[config.mk]
export PLATFORM = sky130hd
export DESIGN_NAME = mem_rr_arbiter
export DESIGN_NICKNAME = d
export VERILOG_FILES = /design/src/rtl/mem_arb_pkg.sv /design/src/rtl/rr_arbiter.sv /design/src/rtl/mem_rr_arbiter.sv
export SDC_FILE = /design/constraint.sdc
export NUM_CORES = 1
export LEC_CHECK = 0
export BUFFER_PORTS_ARGS = -buffer_cell sky130_fd_sc_hd__buf_2
export CAP_MARGIN = 20
export CORE_AREA = 2 2 79 81
export CTS_CLUSTER_DIAMETER = 30
export DETAILED_ROUTE_END_ITERATION = 7
export DIE_AREA = 0 0 81 83
export PLACE_DENSITY = 0.8
export REMOVE_ABC_BUFFERS = 1
export SYNTH_ARGS = -nofsm -noshare
export SYNTH_HDL_FRONTEND = slang
export SYNTH_SLANG_ARGS = --single-unit
[constraint.sdc]
create_clock -name clk -period 2.09 [get_ports clk]
set_input_delay 0 -clock clk [delete_from_list [all_inputs] [get_ports clk]]
set_output_delay 0 -clock clk [all_outputs]
set_load 0.02 [all_outputs]
[src/rtl/mem_arb_pkg.sv]
// Shared constants, the requester-id type and a one-hot helper for the
// memory round-robin arbiter.
package mem_arb_pkg;

    localparam int DEF_NUM_REQ = 4;
    localparam int DEF_WIDTH   = 16;
    localparam int DEF_HEIGHT  = 128;

    localparam int AW = $clog2(DEF_HEIGHT);

    typedef logic [$clog2(DEF_NUM_REQ)-1:0] req_id_t;

    function automatic logic [DEF_NUM_REQ-1:0] onehot(input req_id_t id);
        logic [DEF_NUM_REQ-1:0] v;
        v     = '0;
        v[id] = 1'b1;
        return v;
    endfunction

endpackage

[src/rtl/rr_arbiter.sv]
// Round-robin arbiter: searches from ptr_reg for the first active request.
// The pointer moves past the winner whenever advance is high.
module rr_arbiter #(
    parameter int N = 4,
    localparam int IW = (N > 1) ? $clog2(N) : 1
) (
    input  logic          clk,
    input  logic          rst,
    input  logic [N-1:0]  req,
    input  logic          advance,
    output logic [N-1:0]  gnt,
    output logic [IW-1:0] gnt_id,
    output logic          gnt_any
);

    logic [IW-1:0] ptr_reg;
    logic [IW-1:0] ptr_next;
    logic [IW-1:0] pick;
    logic          found;

    always_comb begin
        int idx;
        idx   = 0;
        found = 1'b0;
        pick  = '0;
        for (int k = 0; k < N; k++) begin
            idx = int'(ptr_reg) + k;
            if (idx >= N) begin
                idx = idx - N;
            end
            if (!found && req[idx]) begin
                found = 1'b1;
                pick  = IW'(idx);
            end
        end
    end

    // Grants are suppressed during reset so no memory enable can fire.
    assign gnt_any = found & ~rst;
    assign gnt_id  = pick;

    genvar gi;
    generate
        for (gi = 0; gi < N; gi++) begin : g_gnt
            assign gnt[gi] = gnt_any && (pick == IW'(gi));
        end
    endgenerate

    // Explicit wrap so a non-power-of-2 N never lands on an unused index.
    assign ptr_next = (pick == IW'(N - 1)) ? '0 : pick + 1'b1;

    always_ff @(posedge clk) begin
        if (rst) begin
            ptr_reg <= '0;
        end else if (advance) begin
            ptr_reg <= ptr_next;
        end
    end

endmodule

[src/rtl/mem_rr_arbiter.sv]
// Shares one pseudo-2-port memory between NUM_REQ requesters with independent
// round-robin arbitration of the read and write ports; read data returns registered.
module mem_rr_arbiter
    import mem_arb_pkg::*;
#(
    parameter int NUM_REQ = DEF_NUM_REQ,
    parameter int WIDTH   = DEF_WIDTH,
    parameter int HEIGHT  = DEF_HEIGHT,
    localparam int ADDR_W = $clog2(HEIGHT),
    localparam int IW     = $clog2(NUM_REQ)
) (
    input  logic                           clk,
    input  logic                           rst,
    input  logic [NUM_REQ-1:0]             rd_valid,
    input  logic [NUM_REQ-1:0][ADDR_W-1:0] rd_addr,
    output logic [NUM_REQ-1:0]             rd_ready,
    output logic [NUM_REQ-1:0]             rd_rvalid,
    output logic [WIDTH-1:0]               rd_rdata,
    input  logic [NUM_REQ-1:0]             wr_valid,
    input  logic [NUM_REQ-1:0][ADDR_W-1:0] wr_addr,
    input  logic [NUM_REQ-1:0][WIDTH-1:0]  wr_data,
    output logic [NUM_REQ-1:0]             wr_ready,
    output logic                           mem_read_en,
    output logic [ADDR_W-1:0]              mem_read_addr,
    input  logic [WIDTH-1:0]               mem_qout,
    output logic                           mem_write_en,
    output logic [ADDR_W-1:0]              mem_write_addr,
    output logic [WIDTH-1:0]               mem_din
);

    logic [IW-1:0]      rd_gnt_id;
    logic [IW-1:0]      wr_gnt_id;
    logic               rd_gnt_any;
    logic               wr_gnt_any;
    logic [NUM_REQ-1:0] rd_rvalid_reg;
    logic [WIDTH-1:0]   rd_rdata_reg;

    rr_arbiter #(.N(NUM_REQ)) u_rd_arb (
        .clk     (clk),
        .rst     (rst),
        .req     (rd_valid),
        .advance (rd_gnt_any),
        .gnt     (rd_ready),
        .gnt_id  (rd_gnt_id),
        .gnt_any (rd_gnt_any)
    );

    rr_arbiter #(.N(NUM_REQ)) u_wr_arb (
        .clk     (clk),
        .rst     (rst),
        .req     (wr_valid),
        .advance (wr_gnt_any),
        .gnt     (wr_ready),
        .gnt_id  (wr_gnt_id),
        .gnt_any (wr_gnt_any)
    );

    // Idle buses are driven to zero to keep X out of the memory macro.
    assign mem_read_en    = rd_gnt_any;
    assign mem_read_addr  = rd_gnt_any ? rd_addr[rd_gnt_id] : '0;
    assign mem_write_en   = wr_gnt_any;
    assign mem_write_addr = wr_gnt_any ? wr_addr[wr_gnt_id] : '0;
    assign mem_din        = wr_gnt_any ? wr_data[wr_gnt_id] : '0;

    always_ff @(posedge clk) begin
        if (rst) begin
            rd_rvalid_reg <= '0;
            rd_rdata_reg  <= '0;
        end else begin
            rd_rvalid_reg <= rd_ready;
            if (rd_gnt_any) begin
                rd_rdata_reg <= mem_qout;
            end
        end
    end

    // A return already in flight when reset rises is masked, not delivered.
    assign rd_rvalid = rd_rvalid_reg & {NUM_REQ{~rst}};
    assign rd_rdata  = rd_rdata_reg;

endmodule

======== Yosys cells after proc, flatten, opt, wreduce, memory -nomap -nowiden ========
Cells that the tools add are included.
Widths: inputs -> output; s select.
storage, ports and cells
  output and inout port bits .............. 60
  flip-flop bits (word level) ............. 24
cells by class
  multiplexer cells ....................... 59
  order comparisons ....................... 18
  reductions and logical operators ........ 22
  add/subtract/negate cells ............... 16
  bitwise gates (word level) .............. 4
  equal/unequal tests ..................... 6
operators by type and width
  kind                   count
  $lt 32x4->1 const B    8
  $mux 32                8
  $ge 32x4->1 const B    6
  $sub 32x4->32 const B  6
  $bmux 16 s2            1
  $mux 16                2
  $bmux 7 s2             2
  $mux 7                 4
  $mux 1                 24
  $mux 2                 10
  $bmux 1 s2             8
  $logic_and 1x1->1      14
  $add 2x2->3 const B    4
  $eq 2x2->1 const B     4
  $sub 2x3->4 const B    2
  $add 2x1->3 const B    2
  $ge 2x3->1 const B     2
  $logic_not 1->1        6
  $lt 2x3->1 const B     2
  $add 2x1->2 const B    2
  $and 4x4->4            1
  $eq 2x1->1 const B     2
  $logic_not 2->1        2
  $and 1x1->1            2
  $not 1->1              1

======== Longest topological paths before layout ========
Gate-level depths: netlist of run 1.
  depth in word-level cells ............... 18
  gate-level depth with buffers ........... 8

======== Hierarchy ========
Synthesis of run 1 repeated with hierarchy kept, for this count alone.
unflattened totals
  cell total of the unflattened synthesis .. 229
  area, all modules ....................... 2,183.3 µm²
modules (own cells, without submodules)
  module          seq. area each (µm²)  cells an instance  times used  area each (µm²)
  mem_rr_arbiter  400.4                 169                1           1,622.8
  rr_arbiter      40.0                  30                 2           280.3

======== Worst setup path before layout of run 1 ========
OpenSTA, ideal clock, no wires.
  kind .................................... reg2out
  start point ............................. register u_wr_arb.ptr_reg[1]
  end point ............................... output mem_din[0]
  buffers on the path ..................... 1
  setup slack ............................. 0.495 ns
  stages on the path, launching flop included .. 7
  data arrival time ....................... 1.595 ns
  path through ............................ dfxtp_1 -> mux2i_1 -> nor2_1 -> nor3_4 -> nand2_2 -> buf_6 -> o22ai_1
on the way
  cells in the longest elaborated chain, start to end .. 18
  elaborated cells on any way between the ends .. 45
  classes of those cells .................. add/sub (7); order compare (4); mux (27); bitwise (1); reduce/logical (6)
RTL lines
  what                                                                    RTL line              text
  start, declared                                                         rr_arbiter.sv:16      logic [IW-1:0] ptr_reg;
  start signal, assigned                                                  rr_arbiter.sv:56      ptr_reg <= ptr_next;
  parallel branches: the longest is 17 deep, another holds $sub 32x4->32  -
  $mux 16 (*)                                                             mem_rr_arbiter.sv:63  assign mem_din = wr_gnt_any ? wr_data[wr_gnt_id] : '0;
  end, declared                                                           mem_rr_arbiter.sv:28  output logic [WIDTH-1:0] mem_din
Every way passes the cells marked *. The select of a mux whose other input is x is not followed.

======== Worst setup path in the final report of run 1 ========
  start point ............................. register u_wr_arb.ptr_reg[0]
  end point ............................... output mem_din[9]
Same word-level chain as after synthesis.

==> results of run 1 <==
## cell usage in the layout (no fill, tap or decap)
cell type	instances
buf_12	1
o22ai_1	30
dfxtp_2	1
buf_4	3
a211oi_1	2
nor4_4	1
dlygate4sd3_1	16
buf_2	205
a2bb2oi_4	1
inv_2	1
o21ai_2	1
nand2_4	2
inv_1	6
a21oi_1	22
nor2_2	1
and3_1	1
dfxtp_1	23
bufinv_16	1
clkbuf_8	3
a21oi_2	1
nor2_1	4
o2bb2a_4	1
nand2b_1	1
clkbuf_16	1
ha_1	8
nand2_1	37
nor2b_1	4
nor4_2	1
or4_1	1
nor3b_1	1
mux2i_1	63
nand3b_1	1
and2_1	12
nor3_4	2
## report_power, final
part	internal [mW]	switching, mW
registers	0.498	0.0288
logic	0.517	0.621
clock network	0.256	0.155
total	1.27	0.806
## metal layers
layer	GRT usage (%)	routed length (um)	up-vias
li1	-	-	1318
met1	24.7	3070	1230
met2	39.6	4180	101
met3	3.80	422	20
met4	6.47	186	0
met5	0	0	-
## logic make-up (layout without fill, tap and decap cells)
| group | count (synthesis) | count (layout) |
|---|---|---|
| simple gates | 69 | 69 |
| buf+inv | 25 | 237 |
| mux | 63 | 63 |
| compound gates | 58 | 58 |
| flops | 24 | 24 |
| fa+ha+maj | 8 | 8 |
## what timing repair did
action                                 in CTS  in global routing
setup endpoints to repair                   5                 34
pin swaps                                   0                  1
buffers inserted                            0                  1
resized for setup                           1                  3
endpoints found under the hold margin      16                  0
cloned                                      0                  1
hold buffers                               16                  0
## critical path, stage by stage (launching register included)
cell       delay, ns
dfxtp_1         0.34
inv_1           0.07
a21oi_1         0.22
a2bb2oi_4       0.22
buf_12          0.23
mux2i_1         0.30
o22ai_1         0.12
buf_2           0.17
## final timing paths
kind,from,to,slack [ns],cells after the start
worst min-delay path,wr_valid[3],u_wr_arb.ptr_reg[1],0.14,4
worst max register to register,u_wr_arb.ptr_reg[0],u_wr_arb.ptr_reg[1],0.42,7
worst min register to register,rd_rdata[12],rd_rdata[12],0.46,2
worst max-delay path,u_wr_arb.ptr_reg[0],mem_din[9],0.13,7
## area by class of cell
cell class | instances | area (um^2)
Clock buffer | 3 | 41.3
Clock inverter | 1 | 30.0
Fill cell | 549 | 2400
Inverter | 7 | 26.3
Multi-Input combinational cell | 198 | 1490
Sequential cell | 24 | 482
Tap cell | 75 | 93.8
Timing Repair Buffer | 226 | 1250
## through the flow
| stage | std cells | hold WS [ns] | total power, mW | worst slack, ns | setup TNS (ns) |
|---|---|---|---|---|---|
| final | 534 | 0.137 | 2.08 | 0.127 | 0 |
| after global routing | 534 | 0.172 | 2.20 | 0.00859 | 0 |
| after CTS | 532 | 0.122 | 2.06 | 0.00239 | 0 |
| after detailed placement | 512 | 0.254 | 1.61 | 0.283 | 0 |
| after global placement | 512 | 0.245 | 1.59 | 0.380 | 0 |
| after floorplan | 229 | 0.0691 | 1.24 | -1.15 | -28.97 |
==> run metrics, run 1 <==
final layout net count=614; GPL Wtd Cong=0.950; top cell type's share of synthesized area=around 30%; max-cap viol count=0; Final period util=a little over nine tenths; largest family of logic cells by synthesized area=multiplexers; Synth Area in XOR/XNOR=0%; LEAKAGE=about 1.8 nW; Skew-Pair Late Insertion Delay=0.27 ns; pin count of the biggest net entering global routing=50; initial antenna violation count=0; Worst Path Arrival=roughly 2.0 ns; Post-synth EDFFs=0; Worst Path Required=2.09 ns; gr ovfl total=0; Syn Inst Count=about 250; Seq/Total Area, Yosys=22.7%; DR WL/cell=~15 um; DIE HEIGHT=83 um; Setup Skew=approximately 0.0053 ns; die footprint=6720 um^2; Reg clk slew, reported paths=roughly 0.090 ns; Via Count=roughly 2700; CTS buffer count=3; first-pass iteration count of the detailed router=5; top-count cell post-synth=mux2i_1; crit path kind=register to primary output; min Tclk post-route=between 1.5 and 2 ns; Compound-Gate Fraction of Synth Area=17.3%; Root Buffer=clkbuf_8; initial core utilization=36.4%; setup violators final=0; H-Tree Depth=1; Area contributors post-synth=mux2i_1 (30%), dfxtp_1 (23%), o22ai_1 (8.9%), nand2_1 (6.6%), a21oi_1 (5.2%); Boundary Pins=206; Post-Syn Area=between 2000 and 2500 um^2; drt drc=0; worst hold-check path type=input port to register; Async S/R FF share, synth=0%; Fin. Hold Viols=0; ANT cells=0; post-route cell area=~3400 um^2; DP HPWL=between 6 and 7 mm; Cell Rows=28; RSZ-0062 raised after global routing=no; Slew @ Worst Pin=0.608 ns; warning count from the yosys run=0; Die Wd=81 um; outcome=finished clean; Core ar.=5820 um^2; DR vias/cell=5.00; WL final=7.86 mm; Netlist cell types=32; GRT Overall Usage=21.6%; max-slew violations=0; Startpoint Class=register; Layout Area Growth over Synthesis=61.7%; max reg flops=16; number of global-route vias before repair=2513; fmax=510 MHz; first-pass GRT wire length=around 12 mm; final core occ=between 50% and 60%; CTS tree=done; share of cells above drive strength 1=49.5%; area post-placement=3140 um^2; PD cells=a little over 600 nW/um^2; Max rail drop VDD=0.315 mV; Avg Cell Area, Syn=about 8.6 um^2; Port Buffers=just over 200; leading area contributor after synthesis=mux2i_1; post-synthesis adder-cell area fraction=about 4.7%; slew margin rel.=59.4%; clock buffer depth=2; critical path endpoint category=primary output; list of most frequent post-synthesis cells=mux2i_1 (63), nand2_1 (37), o22ai_1 (30), dfxtp_1 (24), a21oi_1 (22); Primary FF master, synth=dfxtp_1; Simple-Gate Fraction of Synth Area=17.4%; CTS sink cnt=24; Synth Register Bits=24; number of routed nets with antenna violations=0; post-synthesis mux area share=between 20 and 30%; Worst Path Max Fanout=25; Iteration-0 DRC Markers=between 80 and 90
No activity file was read; power rests on OpenSTA's default activity.
==> inputs of run 2 (changes only) <==
Settings changed: CORE_AREA 2 2 79 81 to 2 2 80 82, DIE_AREA 0 0 81 83 to 0 0 82 84, SYNTH_HIERARCHICAL from default to 1.
==> run 2 against run 1 <==
  * Sequential power down 2%
  * Worst setup slack better by 0.0082 ns
  * Clock-buffer cell count unchanged
  * Critical path depth increased by 1
  * Non-clock buffer count grew 7
  * First-iteration DRC count fell by 39%
  * Synthesized cell count down 7.3%
  * Combinational power is 8% lower
  * Critical endpoint is now mem_write_addr[4]
==> run metrics, run 2 <==
Synth Register Bits=24; Syn Inst Count=229; Post-synth EDFFs=0; Netlist cell types=28; Reg clk slew, reported paths=0.09 ns; LEAKAGE=1.89 nW; DP HPWL=around 5.7 mm; Seq/Total Area, Yosys=22.0%; Worst Path Max Fanout=16; top cell type's share of synthesized area=between 30% and 40%; clock buffer depth=2; slowest stage delay, CP=0.36 ns; warning count from the yosys run=6; DR vias/cell=4.99; WL final=7.82 mm; metal3 WL=approximately 550 um; worst hold-check path type=input port to register; Avg Cell Area, Syn=9.53 um^2; Post-Place Cells=505; die footprint=6890 um^2; Async S/R FF share, synth=0%; Setup Skew=0.00134 ns; slowest stage cell on the critical path=dfxtp_1; min Tclk post-route=1.95 ns; Die Wd=82 um; Cell Rows=29; RSZ-0062 raised after global routing=no; Iteration-0 DRC Markers=between 50 and 60; Layout Area Growth over Synthesis=63.0%; Fin. Hold Viols=0; GPL Wtd Cong=0.733; Core ar.=6100 um^2; drt drc=0; Worst Path Required=2.09 ns; pin count of the biggest net entering global routing=33; share of cells above drive strength 1=roughly 53%; crit path kind=register to primary output; Boundary Pins=206; initial antenna violation count=0; final cell count without fillers=528; PD cells=556 nW/um^2; outcome=finished clean; top layer in use=met4; initial core utilization=35.8%; DR WL/cell=14.8 um; Area contributors post-synth=mux2i_1 (36%), dfxtp_1 (22%), o22ai_1 (8.6%), ha_1 (4.6%), nor2b_1 (4.0%); number of global-route vias before repair=2530; most common cell after layout, fill and taps aside=buf_2; Skew-Pair Late Insertion Delay=0.27 ns; slew margin rel.=76.1%; DR WL met2=approximately 4 mm; Via Count=2636; Final period util=slightly above 90%; wl on met1=3.02 mm; Worst Path Arrival=1.95 ns; list of most frequent post-synthesis cells=mux2i_1 (78), o22ai_1 (30), dfxtp_1 (24), nor2_1 (20), nor2b_1 (14); setup violators final=0; critical path endpoint category=primary output; number of routed nets with antenna violations=0; max-slew violations=0; GRT Overall Usage=20.5%; ANT cells=0; Slew @ Worst Pin=0.358 ns; most frequent cells in the layout=buf_2 (205), mux2i_1 (77), o22ai_1 (30); fmax=512 MHz; Setup WS pre-CTS=0.340 ns; Post-Syn Area=roughly 2200 um^2; CTS tree=done; leading area contributor after synthesis=mux2i_1; Startpoint Class=register; first-pass GRT wire length=11.5 mm; DIE HEIGHT=84 um; CTS buffer count=3; Port Buffers=205; CTS sink cnt=24; Primary FF master, synth=dfxtp_1; H-Tree Depth=1; first-pass iteration count of the detailed router=4; Root Buffer=clkbuf_8; max reg flops=16; Max rail drop VDD=0.528 mV; worst setup margin=0.136 ns; top-count cell post-synth=mux2i_1; final layout net count=roughly 610; max-cap viol count=0; critical path cell sequence=a21o_2 > a21boi_2 > o21a_2 > buf_12 > clkbuf_16 > mux2i_1 > o22ai_1 > buf_2; gr ovfl total=0
==> run 2: power breakdown <==
| part | total, mW | internal [mW] | switching (mW) |
|---|---|---|---|
| logic | 1.05 | 0.501 | 0.550 |
| registers | 0.515 | 0.489 | 0.0250 |
| clock network | 0.414 | 0.256 | 0.158 |
==> run 2: per-layer routing <==
metal	GRT usage, %	vias up
met5	0	-
met4	6.06	0
met3	3.90	18
met2	37.3	110
met1	23.5	1213
li1	-	1295
==> run 2: worst paths after layout <==
kind	startpoint	endpoint	slack [ns]	cells past startpoint
worst max-delay path	u_wr_arb/ptr_reg[1]	mem_write_addr[4]	0.14	8
worst min-delay path	rst	u_wr_arb/ptr_reg[0]	0.02	2
worst max register to register	u_wr_arb/ptr_reg[1]	u_wr_arb/ptr_reg[1]	0.41	7
worst min register to register	rd_rdata[2]	rd_rdata[2]	0.50	2
==> run 2: cell type report <==
cell class / instances / area [um^2]
well taps: 77 / 96.3
fillers: 538 / 2540
repair buffers: 233 / 1340
multi-input cells: 190 / 1570
flip-flops and latches: 24 / 480
clock inverters: 1 / 30.0
clock buffers: 3 / 41.3
==> run 2: cells by family after synthesis <==
group,Yosys count,share of synthesized area [%]
buf+inv,15,6.59
mux,78,35.8
compound gates,52,17.4
flops,24,22.0
fa+ha+maj,8,4.58
simple gates,52,13.6
==> run 2: what timing repair did <==
item,4_1_cts,5_1_grt
endpoints found under the setup margin,0,6
endpoints found under the hold margin,16,0
hold buffers,16,0
resized for setup,0,4
setup buffers,0,1
==> run 2: worst max-delay path, delay by kind of cell, from the launching register on <==
family	cells	cell delay, ns
buf+inv	3	0.48
mux	1	0.20
compound gates	4	0.65
flops	1	0.36
==> run 2: per-stage QoR <==
stage          hold WS [ns]  power (mW)  setup TNS (ns)  util (%)  area, um^2
2_1_floorplan        0.0679        1.13          -19.72         -        2040
3_3_place_gp          0.233        1.47               0      53.2        3240
3_5_place_dp          0.243        1.49               0      53.2        3240
4_1_cts              0.0197        1.93               0      57.0        3470
5_1_grt              0.0172        2.09               0      58.4        3560
6_report             0.0202        1.98               0      58.4        3560
==> inputs of run 3 (changes only) <==
--- a/constraint.sdc
+++ b/constraint.sdc
@@ -3,2 +3,2 @@
 set_output_delay 0 -clock clk [all_outputs]
-set_load 0.02 [all_outputs]
+set_load 0.1 [all_outputs]
==> run 3 against run 2 <==
  * Non-clock buffer count stayed put
  * Power grew 58%
  * Clock-buffer cell count did not move
  * First-iteration DRC count is 54% higher
  * Combinational power increased by 110%
  * Fmax decreased by 2.4%
  * Cell area rose by 18%
  * Sequential share of layout area decreased by 2.0 points
  * Clock skew up 0.0027 ns
  * Critical path type unchanged
  * Critical endpoint is now mem_write_addr[6]
  * Largest cell class is now non-clock buffers
  * Largest power group unchanged
==> run metrics, run 3 (synthesis results as in run 2) <==
outcome=finished clean; number of global-route vias before repair=roughly 2700; min Tclk post-route=2.00 ns; Worst Path Required=2.09 ns; WHS=~0.014 ns; crit path kind=register to primary output; Clk pwr share=12.8%; Slew @ Worst Pin=0.682 ns; Psw=about 1.6 mW; Port Buffers=205; DIE HEIGHT=84 um; WL final=8.51 mm; Final period util=95.8%; combinational fraction of design power=70.7%; Reg clk slew, reported paths=0.08 ns; RSZ-0062 raised after global routing=yes; Iteration-0 DRC Markers=83; Worst Path Max Fanout=23; Via Count=2690; CTS sink cnt=24; max-slew violations=0; initial core utilization=35.8%; PD cells=747 nW/um^2; pin count of the biggest net entering global routing=26; final cell count without fillers=528; DR WL/cell=16.1 um; max-cap viol count=0; Core ar.=6100 um^2; Skew-Pair Late Insertion Delay=0.26 ns; CTS tree=done; fillcell total=463; Root Buffer=clkbuf_8; setup violators final=0; register share of total power=approximately 17%; Die Wd=82 um; fmax=499 MHz; drt drc=0; worst hold-check path type=input port to register; most frequent cells in the layout=buf_2 (168), mux2i_1 (76), buf_12 (36); clock buffer depth=2; initial antenna violation count=1; die footprint=6890 um^2; Cell Rows=29; Net Sw Frac=49.9%; Startpoint Class=register; gr ovfl total=0; share of cells above drive strength 1=a little over half; GRT Overall Usage=22.6%; Worst Path Arrival=2.00 ns; ANT cells=0; Int Pwr=1.57 mW; DP HPWL=6.13 mm; overall power=3.13 mW; DR vias/cell=5.09; H-Tree Depth=1; Fin. Hold Viols=0; first-pass GRT wire length=12.5 mm; max reg flops=16; Hold Path Stages=2; Setup Skew=about 0.004 ns; most common cell after layout, fill and taps aside=buf_2; Layout Area Growth over Synthesis=91.9%; GPL Wtd Cong=0.731; number of routed nets with antenna violations=0; first-pass iteration count of the detailed router=4; Max rail drop VDD=roughly 0.53 mV; slew margin rel.=between 50% and 60%; critical path endpoint category=primary output; LEAKAGE=2.06 nW; final layout net count=606; Post-Place Cells=~500; CTS buffer count=3; worst r2r path cells=7; Boundary Pins=206
-- run 3: power by group through the flow --
stage / Clock [mW] / Sequential (mW) / Combinational (mW)
global placement: 0 / 0.521 / 2.03
CTS: 0.412 / 0.513 / 2.11
global route: 0.432 / 0.520 / 2.29
finish: 0.402 / 0.515 / 2.21
floorplan: 0 / 0.656 / 1.23
detailed placement: 0 / 0.523 / 2.06
-- run 3: repair_timing --
item                                    CTS  global route
hold endpoints to repair                 16             0
buffers inserted                          0             1
hold buffers                             16             0
resized for setup                         2            17
cloned                                    1             4
pin swaps                                 0             1
endpoints found under the setup margin   22            32
-- run 3: path summary, 6_finish.rpt --
check                      startpoint             endpoint  slack [ns]
setup / recovery  u_wr_arb/ptr_reg[0]    mem_write_addr[6]        0.09
hold / removal                    rst  u_rd_arb/ptr_reg[0]        0.01
setup reg to reg  u_rd_arb/ptr_reg[1]  u_rd_arb/ptr_reg[1]        0.46
hold reg to reg           rd_rdata[5]          rd_rdata[5]        0.50
-- run 3: worst max-delay path, cell delays in order, from the launching register on --
cell and delay (ns):
dfxtp_1 0.44, nor2b_1 0.09, o21ai_2 0.21, o211a_1 0.23, nand2_1 0.06, buf_4 0.23
o22ai_1 0.26, buf_12 0.22
-- run 3: layout make-up --
cell class / instances / area [um^2] / area share (%)
flip-flops and latches: 24 / 482 / 11.5
well taps: 77 / 96.3 / 2.30
clock buffers: 3 / 41.3 / 0.986
multi-input cells: 190 / 1640 / 39.1
repair buffers: 233 / 1900 / 45.4
clock inverters: 1 / 30.0 / 0.717
-- run 3: stage by stage --
step	TNS [ns]	setup WS (ns)	util, %	area (um^2)
6_report	0	0.0879	68.7	4190
5_1_grt	-0.667	-0.0465	68.7	4190
4_1_cts	-0.0259	-0.0165	65.8	4010
3_5_place_dp	0	0.249	61.5	3750
3_3_place_gp	0	0.309	61.5	3750
2_1_floorplan	-61.06	-1.88	-	2040
-- run 3: metal layers --
metal	up-vias	global-route usage (%)	part of all wire, %
met4	2	5.30	2.6
met1	1248	25.8	38
met2	117	41.5	52
li1	1299	-	-
met5	-	0	0.15
met3	24	5.09	7.5
